$ cat src/rtl/decode_stage.sv
// rtl/decode_stage.sv - single-issue decode stage with valid/ready handshakes and MUL stall
module decode_stage #(
   parameter int OPW       = 3,
   parameter int RW        = 3,
   parameter int IMMW      = 8,
   parameter int MUL_STALL = 2,
   parameter int CNTW      = 16
) (
   input  logic                      clk,
   input  logic                      reset,
   input  logic [OPW+2*RW+IMMW-1:0]  instr,
   input  logic                      in_valid,
   output logic                      in_ready,
   input  logic                      out_ready,
   output logic                      out_valid,
   output logic [1:0]                ALUFunc,
   output logic                      imm,
   output logic                      write,
   output logic [RW-1:0]             rd,
   output logic [RW-1:0]             rs,
   output logic [IMMW-1:0]           imm_val,
   output logic                      illegal,
   output logic                      err,
   output logic [CNTW-1:0]           issue_cnt
);

   localparam int INSTR_W = OPW + 2*RW + IMMW;
   localparam int SCW     = (MUL_STALL > 0) ? $clog2(MUL_STALL + 1) : 1;

   typedef enum logic {RUN, STALL} state_t;

   state_t           state_q, state_d;
   logic [SCW-1:0]   stall_cnt_q, stall_cnt_d;

   logic             out_valid_q, out_valid_d;
   logic [1:0]       alu_q, alu_d;
   logic             imm_q, imm_d;
   logic             write_q, write_d;
   logic [RW-1:0]    rd_q, rd_d;
   logic [RW-1:0]    rs_q, rs_d;
   logic [IMMW-1:0]  imm_val_q, imm_val_d;
   logic             illegal_q, illegal_d;
   logic             err_q, err_d;
   logic [CNTW-1:0]  issue_cnt_q, issue_cnt_d;

   logic [OPW-1:0]   op_w;
   logic             op_hi_nz;
   logic [1:0]       dec_alu;
   logic             dec_imm;
   logic             dec_write;
   logic             dec_ill;
   logic             dec_mul;
   logic             accept;
   logic             out_hs;

   assign op_w     = instr[INSTR_W-1 -: OPW];
   // Opcode bits above bit 2 only exist for OPW>3; shifting keeps OPW==3 legal.
   assign op_hi_nz = (op_w >> 3) != {OPW{1'b0}};

   assign in_ready = (state_q == RUN) && (!out_valid_q || out_ready);
   assign accept   = in_valid && in_ready;
   assign out_hs   = out_valid_q && out_ready;

   // Opcode decode table; anything outside the eight base opcodes is illegal.
   always_comb begin
      dec_alu   = 2'b00;
      dec_imm   = 1'b0;
      dec_write = 1'b0;
      dec_ill   = 1'b0;
      dec_mul   = 1'b0;
      if (op_hi_nz) begin
         dec_ill = 1'b1;
      end else begin
         case (op_w[2:0])
            3'd0: ;
            3'd1: dec_write = 1'b1;
            3'd2: begin dec_imm = 1'b1; dec_write = 1'b1; end
            3'd3: begin dec_alu = 2'b01; dec_write = 1'b1; end
            3'd4: begin dec_alu = 2'b01; dec_imm = 1'b1; dec_write = 1'b1; end
            3'd5: begin dec_alu = 2'b10; dec_write = 1'b1; dec_mul = 1'b1; end
            3'd6: begin dec_alu = 2'b10; dec_imm = 1'b1; dec_write = 1'b1; dec_mul = 1'b1; end
            default: dec_ill = 1'b1;
         endcase
      end
   end

   // Stall FSM next state: a MUL closes the input for MUL_STALL cycles.
   always_comb begin
      state_d     = state_q;
      stall_cnt_d = stall_cnt_q;
      case (state_q)
         RUN: begin
            if (accept && dec_mul && (MUL_STALL > 0)) begin
               stall_cnt_d = SCW'(MUL_STALL);
               state_d     = STALL;
            end
         end
         STALL: begin
            stall_cnt_d = stall_cnt_q - SCW'(1);
            if (stall_cnt_q == SCW'(1)) begin
               state_d = RUN;
            end
         end
         default: begin
            state_d     = RUN;
            stall_cnt_d = '0;
         end
      endcase
   end

   // Stall FSM state register.
   always_ff @(posedge clk or posedge reset) begin
      if (reset) begin
         state_q     <= RUN;
         stall_cnt_q <= '0;
      end else begin
         state_q     <= state_d;
         stall_cnt_q <= stall_cnt_d;
      end
   end

   // Output register next state: load on accept, drop valid on a bare handshake.
   always_comb begin
      out_valid_d = out_valid_q;
      alu_d       = alu_q;
      imm_d       = imm_q;
      write_d     = write_q;
      rd_d        = rd_q;
      rs_d        = rs_q;
      imm_val_d   = imm_val_q;
      illegal_d   = illegal_q;
      err_d       = err_q;
      issue_cnt_d = issue_cnt_q;
      if (out_hs) begin
         issue_cnt_d = issue_cnt_q + CNTW'(1);
         out_valid_d = 1'b0;
      end
      if (accept) begin
         out_valid_d = 1'b1;
         alu_d       = dec_alu;
         imm_d       = dec_imm;
         write_d     = dec_write;
         rd_d        = instr[IMMW+2*RW-1 -: RW];
         rs_d        = instr[IMMW+RW-1 -: RW];
         imm_val_d   = instr[IMMW-1:0];
         illegal_d   = dec_ill;
         err_d       = err_q | dec_ill;
      end
   end

   // Output registers.
   always_ff @(posedge clk or posedge reset) begin
      if (reset) begin
         out_valid_q <= 1'b0;
         alu_q       <= 2'b00;
         imm_q       <= 1'b0;
         write_q     <= 1'b0;
         rd_q        <= '0;
         rs_q        <= '0;
         imm_val_q   <= '0;
         illegal_q   <= 1'b0;
         err_q       <= 1'b0;
         issue_cnt_q <= '0;
      end else begin
         out_valid_q <= out_valid_d;
         alu_q       <= alu_d;
         imm_q       <= imm_d;
         write_q     <= write_d;
         rd_q        <= rd_d;
         rs_q        <= rs_d;
         imm_val_q   <= imm_val_d;
         illegal_q   <= illegal_d;
         err_q       <= err_d;
         issue_cnt_q <= issue_cnt_d;
      end
   end

   assign out_valid = out_valid_q;
   assign ALUFunc   = alu_q;
   assign imm       = imm_q;
   assign write     = write_q;
   assign rd        = rd_q;
   assign rs        = rs_q;
   assign imm_val   = imm_val_q;
   assign illegal   = illegal_q;
   assign err       = err_q;
   assign issue_cnt = issue_cnt_q;

endmodule

$ cat config.mk
export PLATFORM = sky130hd
export DESIGN_NAME = decode_stage
export DESIGN_NICKNAME = d
export VERILOG_FILES = /design/src/rtl/decode_stage.sv
export SDC_FILE = /design/constraint.sdc
export NUM_CORES = 1
export LEC_CHECK = 0
export ABC_AREA = 1
export BUFFER_PORTS_ARGS = -buffer_cell sky130_fd_sc_hd__buf_2
export CAP_MARGIN = 40
export CORE_MARGIN = 5
export CORE_UTILIZATION = 47
export DETAILED_ROUTE_END_ITERATION = 10
export PLACE_DENSITY_LB_ADDON = 0.3
export SLEW_MARGIN = 15
export SYNTH_ARGS = -nofsm -noshare
export SYNTH_HDL_FRONTEND = slang
export SYNTH_SLANG_ARGS = --single-unit
$ cat constraint.sdc
create_clock -name clk -period 2.55 [get_ports clk]
set_input_delay 0.51 -clock clk [delete_from_list [all_inputs] [get_ports clk]]
set_output_delay 0.51 -clock clk [all_outputs]
set_load 0.02 [all_outputs]
==> impl_metrics.env, run 1 <==
export IMPL_path_cells="nand2_2 > nand2_2 > inv_1 > buf_2"
export IMPL_ctsHoldBuffers=0
export IMPL_yosysTopAreaCell="dfrtp_1"
export IMPL_die_area_sq_um=5400
export IMPL_grt_antenna_before_repair=0
export IMPL_root_buffer="clkbuf_8"
export IMPL_critical_path_slowest_cell="dfrtp_1"
export IMPL_hold_violations=0
export IMPL_preCtsSetupSlack_ns=0.945
export IMPL_globalRouteTotalUtil=0.154
export IMPL_syn_instance_count=223
export IMPL_rows=23
export IMPL_antenna_left=0
export IMPL_clk_path_buf_depth=2
export IMPL_vias=1589
export IMPL_max_freq_mhz=620
export IMPL_fin_crit_sh=0.632
export IMPL_maxCapViolations=0
export IMPL_post_cts_buffers=0
export IMPL_syn_cell_area_sq_um=1890
export IMPL_worst_pin_slew_ns=0.502
export IMPL_nets=310
export IMPL_path_common_cell="nand2_2"
export IMPL_yosysWarningCount=0
export IMPL_max_stage_delay_ns=0.42
export IMPL_final_setup_tns_ns=0
export IMPL_ys_types=27
export IMPL_irDropWorstVdd_mv=0.425
export IMPL_io_pins=59
export IMPL_htreeDepth=2
export IMPL_die_w_microns=73.5
export IMPL_outcome="finished, final reports clean"
export IMPL_cts_buffers=5
export IMPL_synth_avg_cell_area_sq_um=8.49
export IMPL_power_leakage_nw=1.31
export IMPL_grt_pass1_wl_mm=6.53
export IMPL_r2r_cells=5
export IMPL_cts_resized=0
export IMPL_setup_viol=0
export IMPL_yosysSeqAreaShare=0.529
export IMPL_skew_ns=0.00196
export IMPL_gp_congestion=0.756
export IMPL_stdcell_count=337
export IMPL_drv_slew=0
export IMPL_design_core_area_sq_um=3940
export IMPL_grt_pass1_vias=1476
export IMPL_drt_pass1_iterations=4
export IMPL_design_area_sq_um=2320
export IMPL_holdWs_ns=0.332
export IMPL_antenna_diode_count=0
export IMPL_drive_above_1_share=0.321
export IMPL_fillerInstances=381
export IMPL_crit_fanout=3
export IMPL_io_buffers=58
export IMPL_syn_nets=246
export IMPL_multiInputGateArea_sq_um=776
export IMPL_place_hpwl_mm=2.89
export IMPL_avgViaCountPerCell=4.72
export IMPL_criticalPathCategory="reg2out"
export IMPL_place_inst=330
export IMPL_overflow=0
export IMPL_synth_top_area_share=0.529
export IMPL_seq_area_sq_um=1000
export IMPL_drc=0
export IMPL_synth_seq_cells=40
export IMPL_power_density_nw_per_um2=958
export IMPL_area_growth_pct=22.4
export IMPL_fin_ws_ns=0.937
export IMPL_cts_tree="done"
export IMPL_wl_mm=3.78
export IMPL_routedWlPerCell_microns=11.2
export IMPL_crit_arrival_ns=1.10
export IMPL_start_kind="register"
export IMPL_hp_class="in2async"
export IMPL_drtIter0Drc=62
export IMPL_cp_end_kind="output pin"
export IMPL_grt_max_degree=41
export IMPL_start_util=0.480
export IMPL_worst_ep_required_time_ns=2.04
export IMPL_place_area_sq_um=2240
export IMPL_slew_headroom=0.665
export IMPL_die_h_microns=73.5
export IMPL_clk_pin_slew_ns=0.07
export IMPL_cts_num_sinks=40
export IMPL_yosys_top_cells_area="dfrtp_1 (53%), nand2_1 (18%), inv_1 (4.2%)"
export IMPL_rsz0062_at_grt="false"
export IMPL_clk_latency_ns=0.28
export IMPL_fin_crit_ns=1.61
-- final cells by class --
type                    count  area share
clock buffers               6      0.0313
clock inverters             1     0.00216
inverters                  25      0.0410
multi-input cells         155       0.335
flip-flops and latches     40       0.432
well taps                  50      0.0270
repair buffers             60       0.132
-- critical path, delay by kind of cell, from the launching register on --
kind | cells | cell delay [ns]
buf+inv | 2 | 0.21
flops | 1 | 0.42
simple gates | 2 | 0.19
-- path summary, 6_finish.rpt --
check                                 to  slack [ns]      start
min reg2reg                        rd[0]        0.48      rd[0]
max                             in_ready        0.94  out_valid
max in group asynchronous          rd[1]        1.87      reset
min                        issue_cnt[10]        0.33      reset
min in group clk              imm_val[2]        0.42   instr[2]
max reg2reg                   imm_val[1]        1.14  out_valid
-- synth_stat cells --
cell type,instances
buf_2,2
nor2_4,4
inv_2,3
nand2_4,1
nand3_2,2
nor2_1,6
nor2_2,4
nand3b_1,3
nor3_2,1
clkinv_2,1
nand3_1,10
nand2_1,93
o21bai_2,1
ha_1,2
or2_2,2
or2_1,1
o21ai_1,5
dfrtp_1,40
o31ai_1,1
buf_6,1
xor2_1,1
xnor2_1,5
inv_1,21
nand4_1,3
nand2_2,7
o21ai_0,2
o211ai_1,1
-- power breakdown --
group | switching [mW] | internal (mW) | leakage [nW]
registers | 0.148 | 0.839 | 0.504
clock network | 0.200 | 0.186 | 0.0410
logic | 0.556 | 0.290 | 0.766
-- sequential cells by signal, summed over array words and instances (netlist names), 2 cells and up --
register and cells:
rd 3, issue_cnt 16, stall_cnt_q 2, ALUFunc 2
imm_val 8, rs 3
-- metrics by stage --
stage,total power [mW],util
2_1_floorplan,1.56,-
3_3_place_gp,1.84,0.568
3_5_place_dp,1.86,0.568
4_1_cts,2.26,0.588
5_1_grt,2.39,0.588
6_report,2.22,0.588
-- cells by family after synthesis --
family | Yosys count | share of synthesized area
xor+xnor | 6 | 0.0278
fa+ha+maj | 2 | 0.0132
simple gates | 137 | 0.336
compound gates | 10 | 0.0324
buf+inv | 28 | 0.0615
flops | 40 | 0.529
-- placed cells by master (no fill, tap or decap), drive strengths merged --
cell	instances
buf	60
clkbuf	6
clkinv	2
dfrtp	40
ha	2
inv	24
nand2	101
nand3	12
nand3b	3
nand4	3
nor2	14
nor3	1
o211ai	1
o21ai	7
o21bai	1
o31ai	1
or2	3
xnor2	5
xor2	1
-- layer usage --
layer  track usage  vias up  routed length, microns
met5             0        -                       0
met3        0.0451        4                     236
met4        0.0362        0                      27
li1              -      815                       -
met2         0.256       37                    1820
met1         0.198      733                    1690
No activity file was read; power rests on OpenSTA's default activity.
==> run 2, diff against run 1 <==
Settings changed: CORE_UTILIZATION 47 to 45.
Clock period 2.55 ns to 1.4 ns, I/O delays scaled along.
==> run 2 against run 1 <==
  * Sequential share of layout area down 1.2 points
  * Register-to-register slack got worse by 0.97 ns
  * Clock power increased by 110%
  * Critical endpoint unchanged
  * Worst hold slack got worse by 0.30 ns
  * Largest cell class unchanged
  * Highest routed layer unchanged
  * Cell count increased by 1.8%
  * Routed wire length grew 3.9%
==> impl_metrics.env, run 2 (synthesis gave the netlist of run 1 again) <==
export IMPL_worst_path_stages=4
export IMPL_clk_path_buf_depth=2
export IMPL_nets=315
export IMPL_top_layer="met4"
export IMPL_globalRouteTotalUtil=0.155
export IMPL_rows=23
export IMPL_setup_viol=0
export IMPL_cts_num_sinks=40
export IMPL_htreeDepth=2
export IMPL_hp_class="in2async"
export IMPL_layout_commonest_cell="nand2_1"
export IMPL_overflow=0
export IMPL_r2r_cells=8
export IMPL_drive_above_1_share=0.338
export IMPL_holdWs_ns=0.0301
export IMPL_largest_reg_flops=16
export IMPL_wl_met2_mm=1.86
export IMPL_start_kind="register"
export IMPL_root_buffer="clkbuf_8"
export IMPL_gp_congestion=0.834
export IMPL_die_h_microns=74.9
export IMPL_design_core_area_sq_um=4030
export IMPL_most_common_layout_cells="nand2_1 (93), buf_2 (57), dfrtp_1 (40)"
export IMPL_clk_latency_ns=0.29
export IMPL_final_setup_tns_ns=0
export IMPL_area_growth_pct=26.0
export IMPL_drt_pass1_iterations=4
export IMPL_antenna_left=0
export IMPL_grt_max_degree=41
export IMPL_cts_buffers=5
export IMPL_avgViaCountPerCell=4.65
export IMPL_power_density_nw_per_um2=1760
export IMPL_grt_pass1_wl_mm=6.69
export IMPL_rsz0062_at_grt="false"
export IMPL_die_w_microns=74.9
export IMPL_worst_ep_required_time_ns=1.12
export IMPL_wl_mm=3.93
export IMPL_path_cells="nand2_2 > nand2_2 > inv_1 > buf_4"
export IMPL_slew_headroom=0.812
export IMPL_fillerInstances=370
export IMPL_hold_violations=0
export IMPL_vias=1596
export IMPL_antenna_diode_count=0
export IMPL_skew_ns=0.00452
export IMPL_cts_tree="done"
export IMPL_critical_path_slowest_cell="dfrtp_1"
export IMPL_worst_pin_slew_ns=0.280
export IMPL_routedWlPerCell_microns=11.4
export IMPL_io_pins=59
export IMPL_drc=0
export IMPL_crit_fanout=3
export IMPL_power_leakage_nw=1.35
export IMPL_wl_met3_microns=306
export IMPL_outcome="finished, final reports clean"
export IMPL_fin_crit_sh=0.942
export IMPL_path_common_cell="nand2_2"
export IMPL_max_stage_delay_ns=0.39
export IMPL_critPathBufInv=2
export IMPL_start_util=0.470
export IMPL_place_hpwl_mm=2.93
export IMPL_met1_length_mm=1.72
export IMPL_criticalPathCategory="reg2out"
export IMPL_grt_antenna_before_repair=0
export IMPL_die_area_sq_um=5600
export IMPL_irDropWorstVdd_mv=1.10
export IMPL_cp_end_kind="output pin"
export IMPL_max_freq_mhz=758
export IMPL_fin_crit_ns=1.32
export IMPL_clk_pin_slew_ns=0.08
export IMPL_drv_slew=0
export IMPL_fin_util=0.592
export IMPL_crit_arrival_ns=1.04
export IMPL_io_buffers=58
export IMPL_grt_pass1_vias=1512
export IMPL_maxCapViolations=0
export IMPL_crit_family="flip-flops"
export IMPL_drtIter0Drc=51
[run 2: metrics by stage]
| stage | area [sq um] | setup WS (ns) | cells | total power [mW] |
|---|---|---|---|---|
| global placement | 2270 | 0.219 | 332 | 3.37 |
| detailed placement | 2270 | 0.177 | 332 | 3.40 |
| finish | 2380 | 0.0812 | 343 | 4.20 |
| global route | 2380 | 0.0107 | 343 | 4.51 |
| floorplan | 1890 | 0.109 | 223 | 2.84 |
| CTS | 2370 | 0.0320 | 341 | 4.23 |
[run 2: what timing repair did]
| item | CTS | global route |
|---|---|---|
| pin swaps | 0 | 1 |
| hold buffers | 0 | 0 |
| setup buffers | 1 | 2 |
| gates cloned | 0 | 0 |
| setup endpoints to repair | 1 | 1 |
| resized for setup | 0 | 1 |
[run 2: final timing paths]
check | slack, ns | start | to
min in group clk | 0.18 | instr[5] | imm_val[5]
min | 0.03 | reset | imm_val[3]
max in group asynchronous | 1.18 | reset | issue_cnt[0]
min reg2reg | 0.48 | err | err
max reg2reg | 0.17 | issue_cnt[1] | issue_cnt[8]
max | 0.08 | out_valid | in_ready
[run 2: where the power goes]
group / total [mW] / internal [mW] / switching, mW
sequential: 1.78 / 1.53 / 0.252
combinational: 1.63 / 0.598 / 1.03
clock: 0.792 / 0.393 / 0.399
total: 4.20 / 2.52 / 1.68
[run 2: layout make-up]
type,count,area (sq um),share of cell area
clock buffers,6,82.6,0.0346
clock inverters,2,10.0,0.00420
inverters,25,95.1,0.0399
multi-input cells,155,776,0.325
flip-flops and latches,40,1000,0.420
well taps,50,62.6,0.0262
repair buffers,65,358,0.150
[run 2: worst min-delay path, delay by kind of cell]
family / cells / cell delay (ns)
buffers and inverters: 3 / 0.41
[run 2: per-layer routing]
| layer | global-route usage | up-vias |
|---|---|---|
| met5 | 0 | - |
| met4 | 0.0415 | 0 |
| met3 | 0.0561 | 6 |
| met2 | 0.259 | 39 |
| met1 | 0.191 | 733 |
| li1 | - | 818 |
==> run 3, diff against run 2 <==
Settings changed: BUFFER_PORTS_ARGS -buffer_cell sky130_fd_sc_hd__buf_2 to default, CORE_UTILIZATION 45 to 47, DONT_BUFFER_PORTS from default to 1.
==> run 3 against run 2 <==
  * The run now ends with hold timing left
  * Clock-buffer cell count up 2
  * Via count fell by 11%
  * Cell count decreased by 14%
  * Sequential share of layout area grew 4.7 points
  * Maximum frequency rose by 2.4%
  * Non-clock buffer count decreased by 49
  * Clock power down 2%
  * Worst setup slack better by 0.030 ns
  * Clock skew grew 0.0022 ns
  * Total power decreased by 6.6%
  * Cell area shrank 10%
  * Largest cell class unchanged
  * Highest routed layer unchanged
==> impl_metrics.env, run 3 (synthesis gave the netlist of run 1 again) <==
export IMPL_r2r_start="issue_cnt[0]"
export IMPL_clk_path_buf_depth=2
export IMPL_setup_viol=0
export IMPL_start_util=0.480
export IMPL_gp_congestion=0.750
export IMPL_irDropWorstVdd_mv=0.961
export IMPL_drive_above_1_share=0.201
export IMPL_wl_mm=3.79
export IMPL_start_kind="register"
export IMPL_p_total_mw=3.93
export IMPL_area_growth_pct=13.3
export IMPL_endpoint="in_ready"
export IMPL_clk_latency_ns=0.29
export IMPL_power_density_nw_per_um2=1830
export IMPL_htreeDepth=2
export IMPL_power_leakage_nw=1.13
export IMPL_place_hpwl_mm=2.86
export IMPL_drc=0
export IMPL_final_setup_tns_ns=0
export IMPL_crit_fanout=3
export IMPL_design_area_sq_um=2140
export IMPL_holdWs_ns=-0.0179
export IMPL_root_buffer="clkbuf_8"
export IMPL_fin_crit_ns=1.29
export IMPL_r2r_cells=7
export IMPL_grt_pass1_vias=1444
export IMPL_die_w_microns=73.5
export IMPL_drv_slew=0
export IMPL_drtIter0Drc=54
export IMPL_grt_max_degree=41
export IMPL_max_freq_mhz=776
export IMPL_cts_num_sinks=40
export IMPL_cts_tree="done"
export IMPL_skew_ns=0.00669
export IMPL_rows=23
export IMPL_io_pins=59
export IMPL_layout_commonest_cell="nand2_1"
export IMPL_avgViaCountPerCell=4.82
export IMPL_largest_reg_flops=16
export IMPL_die_h_microns=73.5
export IMPL_globalRouteTotalUtil=0.160
export IMPL_place_area_sq_um=2050
export IMPL_cts_buffers=5
export IMPL_top_layer="met4"
export IMPL_crit_arrival_ns=1.01
export IMPL_fin_ws_ns=0.112
export IMPL_wl_met2_mm=1.74
export IMPL_hold_violations=7
export IMPL_drt_pass1_iterations=3
export IMPL_worst_pin_slew_ns=0.502
export IMPL_rsz0062_at_grt="false"
export IMPL_design_core_area_sq_um=3940
export IMPL_cp_end_kind="output pin"
export IMPL_criticalPathCategory="reg2out"
export IMPL_worst_ep_required_time_ns=1.12
export IMPL_r2r_end="issue_cnt[14]"
export IMPL_startpoint="out_valid"
export IMPL_most_common_layout_cells="nand2_1 (93), dfrtp_1 (40), inv_1 (20)"
export IMPL_hp_class="in2async"
export IMPL_outcome="finished with violations"
export IMPL_io_buffers=0
export IMPL_maxCapViolations=0
export IMPL_post_cts_buffers=0
export IMPL_antenna_diode_count=0
export IMPL_die_area_sq_um=5400
export IMPL_overflow=0
export IMPL_wl_met3_microns=315
export IMPL_r2r_slack_ns=0.17
export IMPL_violations="hold timing"
export IMPL_vias=1418
export IMPL_grt_pass1_wl_mm=6.60
export IMPL_slew_headroom=0.666
export IMPL_met1_length_mm=1.67
export IMPL_grt_antenna_before_repair=0
export IMPL_fin_crit_sh=0.920
export IMPL_preCtsSetupSlack_ns=0.173
export IMPL_nets=266
export IMPL_clk_pin_slew_ns=0.08
export IMPL_fillerInstances=368
export IMPL_antenna_left=0
export IMPL_routedWlPerCell_microns=12.9
[run 3: per-layer routing]
layer,global-route usage,vias to the layer above
met5,0,-
li1,-,724
met2,0.252,39
met3,0.0684,5
met1,0.196,650
met4,0.0543,0
[run 3: timing repair]
| action | in CTS | in global routing |
|---|---|---|
| resized for setup | 0 | 1 |
| setup endpoints to repair | 0 | 1 |
| hold buffers | 0 | 0 |
[run 3: per-stage QoR]
stage          cells  hold WS, ns  utilization
6_report         294      -0.0179        0.544
5_1_grt          294       0.0319        0.544
4_1_cts          294       0.0122        0.544
3_5_place_dp     286        0.330        0.521
3_3_place_gp     286        0.327        0.521
2_1_floorplan    223        0.379            -
[run 3: area by class of cell]
class	instances	area, sq um	area share
repair buffers	16	120	0.0560
inverters	25	95.1	0.0443
multi-input cells	155	776	0.362
flip-flops and latches	40	1000	0.467
well taps	50	62.6	0.0292
clock buffers	8	90.1	0.0420
[run 3: how the worst min path moves through the flow]
stage | endpoint | slack, ns | cells past startpoint
2_1_floorplan | imm | 0.38 | 1
3_3_place_gp | imm_val[4] | 0.33 | 2
3_5_place_dp | rd[2] | 0.33 | 2
4_1_cts | imm_val[4] | 0.01 | 2
5_1_grt | issue_cnt[10] | 0.03 | 2
6_report | issue_cnt[10] | -0.02 | 2
[run 3: report_power, final]
| group | leakage (nW) | internal (mW) | switching [mW] | total (mW) |
|---|---|---|---|---|
| clock network | 0.0455 | 0.402 | 0.379 | 0.780 |
| logic | 0.582 | 0.391 | 0.599 | 0.990 |
| registers | 0.504 | 1.53 | 0.628 | 2.16 |
| total | 1.13 | 2.32 | 1.61 | 3.93 |
[run 3: critical path: stages (launching register included)]
cell and delay (ns):
dfrtp_1 0.41, nand2_2 0.12, nand2_2 0.08, inv_2 0.11
